`src/rtl/beep_pkg.sv`:
```
// beep_pkg -- shared encodings and helpers for the beep sequencer.
//   mode_e  : pattern select latched at start (A/B, A only, B only, A/silence)
//   state_e : sequencer FSM states
//   tone_e  : tone chosen for the current segment
//   cnt_width()  : counter width for a given terminal value (at least 1 bit)
//   seg_tone()   : tone for a segment, given the mode and the segment's parity
package beep_pkg;

    typedef enum logic [1:0] {
        MODE_AB = 2'b00,
        MODE_A  = 2'b01,
        MODE_B  = 2'b10,
        MODE_AS = 2'b11
    } mode_e;

    typedef enum logic [1:0] {
        S_IDLE = 2'b00,
        S_PLAY = 2'b01,
        S_DONE = 2'b10
    } state_e;

    typedef enum logic [1:0] {
        TONE_A   = 2'b00,
        TONE_B   = 2'b01,
        TONE_OFF = 2'b10
    } tone_e;

    function automatic int cnt_width(input int max_val);
        return (max_val < 1) ? 1 : $clog2(max_val + 1);
    endfunction

    // Even segments play A (B in MODE_B); odd segments depend on the mode.
    function automatic tone_e seg_tone(input mode_e mode, input logic odd);
        tone_e t;
        if (mode == MODE_B)      t = TONE_B;
        else if (!odd)           t = TONE_A;
        else if (mode == MODE_AB) t = TONE_B;
        else if (mode == MODE_A) t = TONE_A;
        else                     t = TONE_OFF;
        return t;
    endfunction

endpackage

```
`src/rtl/beep_seq_if.sv`:
```
// beep_seq_if -- control/status bundle of the beep sequencer.
//   start, abort, mode : requests from the controlling side (master)
//   beep, busy, over   : buzzer drive and status from the sequencer (slave)
interface beep_seq_if;
    import beep_pkg::*;

    logic  start;
    logic  abort;
    mode_e mode;
    logic  beep;
    logic  busy;
    logic  over;

    modport master (output start, output abort, output mode,
                    input  beep,  input  busy,  input  over);

    modport slave  (input  start, input  abort, input  mode,
                    output beep,  output busy,  output over);

endinterface

```
`src/rtl/beep_tone_div.sv`:
```
// beep_tone_div -- square-wave generator for one tone at a time.
//   clk  : clock
//   st   : asynchronous active-low reset
//   clr  : synchronous clear of the counter and wave (wins over en)
//   en   : advance the tone counter
//   div  : half-period in clk cycles of the active tone (>= 1)
//   wave : registered square wave, toggles when the counter reaches div-1
module beep_tone_div
    import beep_pkg::*;
#(
    parameter int DIV_W = cnt_width(2),
    parameter int CNT_W = cnt_width(1)
) (
    input  logic             clk,
    input  logic             st,
    input  logic             clr,
    input  logic             en,
    input  logic [DIV_W-1:0] div,
    output logic             wave
);

    logic [CNT_W-1:0] cnt_q, cnt_d;
    logic             wave_q, wave_d;
    logic             at_term;

    assign at_term = (DIV_W'(cnt_q) == div - DIV_W'(1));

    // NOTE: every signal written here gets a default first, so no path leaves it unassigned and no latch is inferred.
    always_comb begin
        cnt_d  = cnt_q;
        wave_d = wave_q;
        if (clr) begin
            cnt_d  = '0;
            wave_d = 1'b0;
        end else if (en) begin
            if (at_term) begin
                cnt_d  = '0;
                wave_d = ~wave_q;
            end else begin
                cnt_d  = cnt_q + CNT_W'(1);
            end
        end
    end

    // NOTE: state is updated with non-blocking assignments so every flop samples pre-edge values.
    always_ff @(posedge clk or negedge st) begin
        if (!st) begin
            cnt_q  <= '0;
            wave_q <= 1'b0;
        end else begin
            cnt_q  <= cnt_d;
            wave_q <= wave_d;
        end
    end

    assign wave = wave_q;

endmodule

```
`src/rtl/beep_seq.sv`:
```
// beep_seq -- buzzer sequencer: plays NUM_SEG segments of SEG_LEN cycles,
// each segment carrying tone A, tone B or silence depending on the mode
// latched at start.
//   clk : clock (all state changes on its rising edge)
//   st  : asynchronous active-low reset
//   bus : beep_seq_if.slave -- start/abort/mode in, beep/busy/over out
module beep_seq
    import beep_pkg::*;
#(
    parameter int NUM_SEG = 10,
    parameter int SEG_LEN = 500,
    parameter int DIV_A   = 1,
    parameter int DIV_B   = 2
) (
    input  logic       clk,
    input  logic       st,
    beep_seq_if.slave  bus
);

    localparam int SEG_W   = cnt_width(NUM_SEG - 1);
    localparam int CYC_W   = cnt_width(SEG_LEN - 1);
    localparam int DIV_MAX = (DIV_A > DIV_B) ? DIV_A : DIV_B;
    localparam int DIV_W   = cnt_width(DIV_MAX);
    localparam int TONE_W  = cnt_width(DIV_MAX - 1);

    localparam logic [SEG_W-1:0] SEG_LAST = SEG_W'(NUM_SEG - 1);
    localparam logic [CYC_W-1:0] CYC_LAST = CYC_W'(SEG_LEN - 1);
    localparam logic [DIV_W-1:0] DIV_A_V  = DIV_W'(DIV_A);
    localparam logic [DIV_W-1:0] DIV_B_V  = DIV_W'(DIV_B);

    state_e           state_q, state_d;
    mode_e            mode_q,  mode_d;
    logic [SEG_W-1:0] seg_q,   seg_d;
    logic [CYC_W-1:0] cyc_q,   cyc_d;
    logic             busy_q,  busy_d;
    logic             over_q,  over_d;

    logic             seg_end;
    logic             seq_end;
    tone_e            tone;
    logic             tone_clr;
    logic [DIV_W-1:0] tone_div;
    logic             wave;

    assign seg_end = (cyc_q == CYC_LAST);
    assign seq_end = seg_end && (seg_q == SEG_LAST);

    always_comb begin
        state_d = state_q;
        mode_d  = mode_q;
        seg_d   = seg_q;
        cyc_d   = cyc_q;
        case (state_q)
            S_IDLE, S_DONE: begin
                // abort outranks start; from IDLE it simply keeps IDLE.
                if (bus.abort) begin
                    state_d = S_IDLE;
                end else if (bus.start) begin
                    state_d = S_PLAY;
                    mode_d  = bus.mode;
                    seg_d   = '0;
                    cyc_d   = '0;
                end
            end
            S_PLAY: begin
                if (bus.abort || seq_end) begin
                    state_d = bus.abort ? S_IDLE : S_DONE;
                    seg_d   = '0;
                    cyc_d   = '0;
                end else if (seg_end) begin
                    seg_d   = seg_q + SEG_W'(1);
                    cyc_d   = '0;
                end else begin
                    cyc_d   = cyc_q + CYC_W'(1);
                end
            end
            default: begin
                state_d = S_IDLE;
                seg_d   = '0;
                cyc_d   = '0;
            end
        endcase
        busy_d = (state_d == S_PLAY);
        over_d = (state_d == S_DONE);
    end

    always_ff @(posedge clk or negedge st) begin
        if (!st) begin
            state_q <= S_IDLE;
            mode_q  <= MODE_AB;
            seg_q   <= '0;
            cyc_q   <= '0;
            busy_q  <= 1'b0;
            over_q  <= 1'b0;
        end else begin
            state_q <= state_d;
            mode_q  <= mode_d;
            seg_q   <= seg_d;
            cyc_q   <= cyc_d;
            busy_q  <= busy_d;
            over_q  <= over_d;
        end
    end

    // The tone runs only while staying inside the same PLAY segment; the
    // start edge, every segment boundary, the last edge and abort all clear
    // it, so each segment begins in phase with beep=0.
    assign tone     = seg_tone(mode_q, seg_q[0]);
    assign tone_clr = !(state_q == S_PLAY && state_d == S_PLAY && !seg_end)
                      || (tone == TONE_OFF);
    assign tone_div = (tone == TONE_B) ? DIV_B_V : DIV_A_V;

    beep_tone_div #(
        .DIV_W (DIV_W),
        .CNT_W (TONE_W)
    ) u_tone (
        .clk  (clk),
        .st   (st),
        .clr  (tone_clr),
        .en   (!tone_clr),
        .div  (tone_div),
        .wave (wave)
    );

    assign bus.beep = wave;
    assign bus.busy = busy_q;
    assign bus.over = over_q;

endmodule

```
`src/flat_wrapper.sv`:
```
// flat-port wrapper written by rule: the top's interface ports become plain ports
module beep_seq_flat import beep_pkg::*;
#(
    parameter int NUM_SEG = 10,
    parameter int SEG_LEN = 500,
    parameter int DIV_A   = 1,
    parameter int DIV_B   = 2
)
  (clk, st, bus_start, bus_abort, bus_mode, bus_beep, bus_busy, bus_over);
  beep_seq_if bus_i ();
  input  logic clk;
  input  logic st;
  input wire logic [$bits(bus_i.start)-1:0] bus_start;
  input wire logic [$bits(bus_i.abort)-1:0] bus_abort;
  input wire logic [$bits(bus_i.mode)-1:0] bus_mode;
  output wire logic [$bits(bus_i.beep)-1:0] bus_beep;
  output wire logic [$bits(bus_i.busy)-1:0] bus_busy;
  output wire logic [$bits(bus_i.over)-1:0] bus_over;
  assign bus_i.start = bus_start;
  assign bus_i.abort = bus_abort;
  assign bus_i.mode = bus_mode;
  assign bus_beep = bus_i.beep;
  assign bus_busy = bus_i.busy;
  assign bus_over = bus_i.over;
  beep_seq #(.NUM_SEG(NUM_SEG), .SEG_LEN(SEG_LEN), .DIV_A(DIV_A), .DIV_B(DIV_B)) u_core (.clk(clk), .st(st), .bus(bus_i));
endmodule
```
`config.mk`:
```
export PLATFORM = sky130hd
export DESIGN_NAME = beep_seq_flat
export DESIGN_NICKNAME = d
export VERILOG_FILES = /design/src/rtl/beep_pkg.sv /design/src/rtl/beep_seq_if.sv /design/src/rtl/beep_tone_div.sv /design/src/rtl/beep_seq.sv /design/src/flat_wrapper.sv
export SDC_FILE = /design/constraint.sdc
export NUM_CORES = 1
export LEC_CHECK = 0
export ABC_CLOCK_PERIOD_IN_PS = 2360
export CAP_MARGIN = 20
export CORE_MARGIN = 2
export CORE_UTILIZATION = 28
export CTS_CLUSTER_SIZE = 40
export DETAILED_ROUTE_END_ITERATION = 10
export PLACE_DENSITY_LB_ADDON = 0.3
export SLEW_MARGIN = 20
export SYNTH_ARGS = -nofsm -noshare
export SYNTH_HDL_FRONTEND = slang
export SYNTH_SLANG_ARGS = --single-unit
```
`constraint.sdc`:
```
create_clock -name clk -period 2.36 [get_ports clk]
set_clock_uncertainty 0.05 [all_clocks]
set_input_delay 0.236 -clock clk [delete_from_list [all_inputs] [get_ports clk]]
set_output_delay 0.236 -clock clk [all_outputs]
set_load 0.005 [all_outputs]
```
==> results of run 1 <==
## placed cells by master, fill, tap and decap left out
| cell type | netlist | final |
|---|---|---|
| buf_4 | 1 | 4 |
| a21oi_2 | 1 | 1 |
| a22o_1 | 1 | 1 |
| o21ai_0 | 8 | 8 |
| or4_1 | 1 | 1 |
| o32ai_1 | 2 | 2 |
| or3_1 | 1 | 1 |
| nand3b_1 | 2 | 2 |
| mux2_2 | 2 | 2 |
| nand2b_1 | 2 | 2 |
| nor3b_1 | 1 | 1 |
| o21ai_1 | 2 | 2 |
| o211ai_1 | 2 | 2 |
| o31ai_1 | 1 | 1 |
| nor2b_1 | 2 | 2 |
| and4bb_2 | 1 | 1 |
| clkbuf_1 | 0 | 1 |
| nand4_1 | 1 | 1 |
| ha_1 | 4 | 4 |
| o2111ai_1 | 2 | 2 |
| a21oi_1 | 2 | 2 |
| and4_1 | 1 | 1 |
| and2_1 | 1 | 1 |
| o22ai_1 | 1 | 1 |
| and3_1 | 5 | 5 |
| xor2_1 | 5 | 5 |
| nand3_1 | 3 | 3 |
| nand2_1 | 9 | 9 |
| dfrtp_1 | 21 | 21 |
| inv_1 | 3 | 3 |
| o311ai_1 | 1 | 1 |
| clkdlybuf4s50_1 | 0 | 8 |
| or3b_1 | 1 | 1 |
| nor2_1 | 11 | 11 |
| clkbuf_8 | 0 | 3 |
## where the power goes
| group | total (mW) | internal [mW] | switching [mW] |
|---|---|---|---|
| clock | 0.240 | 0.121 | 0.119 |
| sequential | 0.396 | 0.379 | 0.0172 |
| combinational | 0.0945 | 0.0468 | 0.0477 |
## kinds of logic (layout without fill, tap and decap cells)
group / count (synthesis) / in the layout / share of synthesized area
AND/OR/NAND/NOR: 42 / 42 / 0.216
AO/OA/AOI/OAI: 23 / 23 / 0.144
flip-flops: 21 / 21 / 0.505
XOR/XNOR: 5 / 5 / 0.0421
buffers and inverters: 5 / 19 / 0.0228
adder cells (fa/ha/maj): 4 / 4 / 0.0481
multiplexers: 2 / 2 / 0.0216
## state kept, by name (all words and copies together), names as in the netlist
register             count
u_core.state_q           2
u_core.u_tone.cnt_q      1
u_core.bus.over          1
u_core.seg_q             4
u_core.u_tone.wave       1
u_core.bus.busy          1
u_core.cyc_q             9
u_core.mode_q            2
## synth_stat cells
library cell and instances:
o32ai_1 2, or3_1 1, and2_1 1, or3b_1 1, nor2b_1 2, nand3_1 3
mux2_2 2, and3_1 5, or4_1 1, dfrtp_1 21, buf_4 1, a21oi_2 1
nand2_1 9, nor2_1 11, xor2_1 5, nand3b_1 2, nor3b_1 1, o211ai_1 2
inv_1 3, o31ai_1 1, nand4_1 1, o21ai_1 2, and4_1 1, nand2b_1 2
a22o_1 1, and4bb_2 1, o311ai_1 1, ha_1 4, o21ai_0 8, buf_2 1
a21oi_1 2, o2111ai_1 2, o22ai_1 1
## routing by layer
| layer | part of all wire | vias up | GRT usage |
|---|---|---|---|
| met1 | 0.45 | 381 | 0.139 |
| li1 | - | 396 | - |
| met5 | 0 | - | 0 |
| met3 | 0.039 | 5 | 0.0156 |
| met2 | 0.48 | 15 | 0.179 |
| met4 | 0.032 | 0 | 0.0798 |
## final timing paths
path | start | end | slack, ps | cells after the start
setup / recovery | u_core.cyc_q[0] | u_core.seg_q[3] | 520 | 5
setup reg to reg | u_core.cyc_q[0] | u_core.seg_q[3] | 520 | 5
hold reg to reg | u_core.cyc_q[0] | u_core.cyc_q[0] | 460 | 1
max in group asynchronous | st | u_core.cyc_q[1] | 1780 | 2
hold / removal | st | u_core.seg_q[1] | 270 | 2
min in group clk | u_core.cyc_q[0] | u_core.cyc_q[0] | 460 | 1
## cell type report
class	instances	area, sq um
flip-flops and latches	21	526
fillers	368	2360
multi-input cells	76	492
well taps	48	60.1
clock buffers	4	45.0
inverters	3	11.3
repair buffers	12	110
## worst max-delay path, delay by kind of cell, from the launching register on
kind / cells / cell delay, ps
fa+ha+maj: 1 / 220
flops: 1 / 390
simple gates: 4 / 1120
==> results.sh, run 1 <==
export IMPL_routed_via_density=4.86
export IMPL_timing_hold_ws_ps=267
export IMPL_seq_area_frac_synth=0.505
export IMPL_drt_pass1_iter_count=4
export IMPL_syn_area_per_cell_sq_um=10.2
export IMPL_status="finished clean"
export IMPL_io_pins=9
export IMPL_cp_required_ps=2510
export IMPL_cp_end_kind="register"
export IMPL_clk_transition_reported_paths_ps=70
export IMPL_start_kind="register"
export IMPL_wl_per_cell_microns=12.6
export IMPL_start_util=0.289
export IMPL_track_usage=0.112
export IMPL_area_growth_pct=19.5
export IMPL_drc_errors=0
export IMPL_ant_nets=0
export IMPL_final_util=0.345
export IMPL_cts_root_buf="clkbuf_8"
export IMPL_h_tree_depth=1
export IMPL_die_area_sq_um=4220
export IMPL_synth_area_sq_um=1040
export IMPL_cpPeakStageDelay_ps=550
export IMPL_clockBufferDepth=2
export IMPL_critPathMaxFanout=8
export IMPL_postSynthCellCount=102
export IMPL_numPortBuffers=8
export IMPL_cts_num_sinks=21
export IMPL_synth_seq_cells=21
export IMPL_clock_latency_ps=270
export IMPL_grt_pass1_vias=781
export IMPL_cts_tree="done"
export IMPL_p_per_area_nw_per_um2=588
export IMPL_fin_area_sq_um=1240
export IMPL_holdBufCountCts=0
export IMPL_fin_tns_setup_ps=0
export IMPL_slew_violations=0
export IMPL_peakVddDrop_v=0.000167
export IMPL_placed_cells=160
export IMPL_vias=797
export IMPL_drt_iter0_drc=51
export IMPL_slowest_stage="or4_1"
export IMPL_fmax_ghz=0.542
export IMPL_grt_pass1_wl_microns=3510
export IMPL_cp_arrival_ps=2000
export IMPL_rsz0062_at_grt="false"
export IMPL_synth_cell_types=33
export IMPL_ys_warnings_count=0
export IMPL_cts_resized=0
export IMPL_synth_area_top_cells="dfrtp_1 (50%), ha_1 (4.8%), xor2_1 (4.2%), nor2_1 (4.0%), o21ai_0 (3.8%)"
export IMPL_cts_setup_buffers=0
export IMPL_synth_top_area_share=0.505
export IMPL_antenna_found_initial=0
export IMPL_fin_crit_sh=0.782
export IMPL_worstMarginPinSlew_ps=565
export IMPL_crit_type="reg2reg"
export IMPL_finalNonFillerCells=164
export IMPL_numCtsBuffers=3
export IMPL_drv_cap=0
export IMPL_drive_gt1_frac=0.0948
export IMPL_fin_total_pwr_mw=0.731
export IMPL_period_needed_ps=1840
export IMPL_hold_viol=0
export IMPL_routed_wl_microns=2070
export IMPL_final_setup_viol_count=0
export IMPL_hp_class="in2async"
export IMPL_dp_hpwl_microns=1510
export IMPL_gr_total_overflow=0
export IMPL_place_congestion=0.667
export IMPL_syn_nets=112
export IMPL_die_height_microns=65.0
export IMPL_fin_ws_ps=515
export IMPL_grt_max_degree=22
export IMPL_cellLeakagePower_nw=0.546
export IMPL_crit_chain="ha_1, and4bb_2, nand2_1, or4_1, nand3_1"
export IMPL_core_rowCount=22
export IMPL_num_antenna_cells=0
export IMPL_die_w_microns=65.0
export IMPL_synth_largest_area_cell="dfrtp_1"
export IMPL_layout_nets=127
export IMPL_pre_cts_ws_ps=368
export IMPL_coreArea_sq_um=3610
export IMPL_placed_area_sq_um=1200
export IMPL_slew_headroom=0.622
(Power assumes the default switching activity.)
==> inputs of run 2 (changes only) <==
Settings changed: ABC_CLOCK_PERIOD_IN_PS 2360 to 1900.
Clock period 2.36 ns to 1.9 ns, I/O delays scaled along.
==> run 2 against run 1 <==
Sequential power grew 23%. Non-clock buffer count is 4 higher. Global-route usage increased by 0.41 points. Total power grew 24%. Clock-buffer cell count shrank 1. Hold slack got worse by 48 ps. Critical endpoint unchanged. Largest cell class unchanged.
==> results.sh, run 2 (synthesis results as in run 1) <==
export IMPL_seq_area_sq_um=526
export IMPL_clockBufferDepth=2
export IMPL_die_height_microns=65.0
export IMPL_period_needed_ps=1730
export IMPL_final_util=0.355
export IMPL_core_rowCount=22
export IMPL_clk_transition_reported_paths_ps=80
export IMPL_crit_type="reg2reg"
export IMPL_cts_setup_buffers=0
export IMPL_slew_violations=0
export IMPL_numPortBuffers=8
export IMPL_h_tree_depth=1
export IMPL_p_per_area_nw_per_um2=710
export IMPL_holdBufCountCts=0
export IMPL_worstMarginPinSlew_ps=520
export IMPL_top_register="u_core.cyc_q"
export IMPL_crit_chain="ha_2, and4bb_2, nand2_2, or4_1, nand3_1"
export IMPL_drt_iter0_drc=72
export IMPL_track_usage=0.116
export IMPL_slew_headroom=0.652
export IMPL_numCtsBuffers=3
export IMPL_cts_tree="done"
export IMPL_drt_pass1_iter_count=6
export IMPL_num_antenna_cells=0
export IMPL_grt_pass1_vias=882
export IMPL_cts_root_buf="clkbuf_8"
export IMPL_cpPeakStageDelay_ps=510
export IMPL_routed_wl_microns=2070
export IMPL_cp_end_kind="register"
export IMPL_fin_total_pwr_mw=0.908
export IMPL_largest_register_ffs=9
export IMPL_nFillCells=373
export IMPL_cellLeakagePower_nw=0.566
export IMPL_fin_tns_setup_ps=0
export IMPL_peakVddDrop_v=0.000202
export IMPL_fin_ws_ps=171
export IMPL_antenna_found_initial=0
export IMPL_critPathMaxFanout=6
export IMPL_drv_cap=0
export IMPL_gr_total_overflow=0
export IMPL_vias=807
export IMPL_clock_latency_ps=260
export IMPL_place_congestion=0.728
export IMPL_area_growth_pct=23.0
export IMPL_final_setup_viol_count=0
export IMPL_ant_nets=0
export IMPL_io_pins=9
export IMPL_cp_arrival_ps=1880
export IMPL_fmax_ghz=0.578
export IMPL_hp_class="in2async"
export IMPL_routed_via_density=4.80
export IMPL_cp_required_ps=2050
export IMPL_slowest_stage="or4_1"
export IMPL_drive_gt1_frac=0.150
export IMPL_timing_hold_ws_ps=218
export IMPL_multi_input_area_sq_um=497
export IMPL_grt_max_degree=22
export IMPL_rsz0062_at_grt="false"
export IMPL_layout_nets=131
export IMPL_fin_crit_sh=0.910
export IMPL_coreArea_sq_um=3610
export IMPL_pre_cts_ws_ps=41.2
export IMPL_start_kind="register"
export IMPL_die_w_microns=65.0
export IMPL_wl_per_cell_microns=12.3
export IMPL_cts_num_sinks=21
export IMPL_grt_pass1_wl_microns=3830
export IMPL_reg_top3="u_core.cyc_q: 9 flops, u_core.seg_q: 4 flops"
export IMPL_drc_errors=0
export IMPL_dp_hpwl_microns=1510
export IMPL_layout_common_cells="dfrtp_1 (21), nor2_1 (11)"
export IMPL_mostFrequentLayoutCell="dfrtp_1"
export IMPL_hold_viol=0
export IMPL_die_area_sq_um=4220
export IMPL_start_util=0.289
export IMPL_status="finished clean"
-- run 2: changes by cell type in the layout (fill, tap and decap cells not counted), sizes merged --
cell and change:
clkinv +1, buf +4, clkbuf -1
-- run 2: layer usage --
layer,vias up,global-route usage,part of all wire,wire (microns)
met5,-,0,0,0
met4,0,0.0612,0.020,42
met3,5,0.0156,0.022,45
met2,11,0.201,0.49,1020
met1,388,0.140,0.47,967
li1,403,-,-,-
-- run 2: layout make-up --
cell class                      instances  area share
Tap cell                               48      0.0469
Inverter                                3     0.00880
Clock inverter                          1     0.00391
Sequential cell                        21       0.411
Timing Repair Buffer                   16       0.109
Clock buffer                            3      0.0323
Multi-Input combinational cell         76       0.388
-- run 2: final timing paths --
| path | cells past startpoint | to | startpoint | slack, ps |
|---|---|---|---|---|
| setup / recovery | 5 | u_core.seg_q[3] | u_core.cyc_q[0] | 170 |
| hold / removal | 2 | u_core.state_q[0] | st | 220 |
| setup reg to reg | 5 | u_core.seg_q[3] | u_core.cyc_q[0] | 170 |
| hold reg to reg | 1 | u_core.cyc_q[0] | u_core.cyc_q[0] | 460 |
| min in group clk | 1 | u_core.cyc_q[0] | u_core.cyc_q[0] | 460 |
| max in group asynchronous | 2 | u_core.state_q[1] | st | 1360 |
-- run 2: metrics by stage --
stage	instances	cell area [sq um]
2_1_floorplan	102	1040
4_1_cts	168	1270
3_5_place_dp	164	1230
3_3_place_gp	164	1230
6_report	168	1280
5_1_grt	168	1280
-- run 2: worst max-delay path: cells and delay by family, from the launching register on --
family / cells / cell delay, ps
adder cells (fa/ha/maj): 1 / 220
flip-flops: 1 / 390
AND/OR/NAND/NOR: 4 / 1010
-- run 2: repair_timing --
action	CTS	global route
gates resized for setup	0	2
setup endpoints to repair	0	1
endpoints found under the hold margin	0	0
-- run 2: where the power goes --
| part | switching [mW] | total [mW] | internal, mW |
|---|---|---|---|
| logic | 0.0643 | 0.129 | 0.0644 |
| registers | 0.0174 | 0.488 | 0.471 |
| clock network | 0.145 | 0.291 | 0.146 |
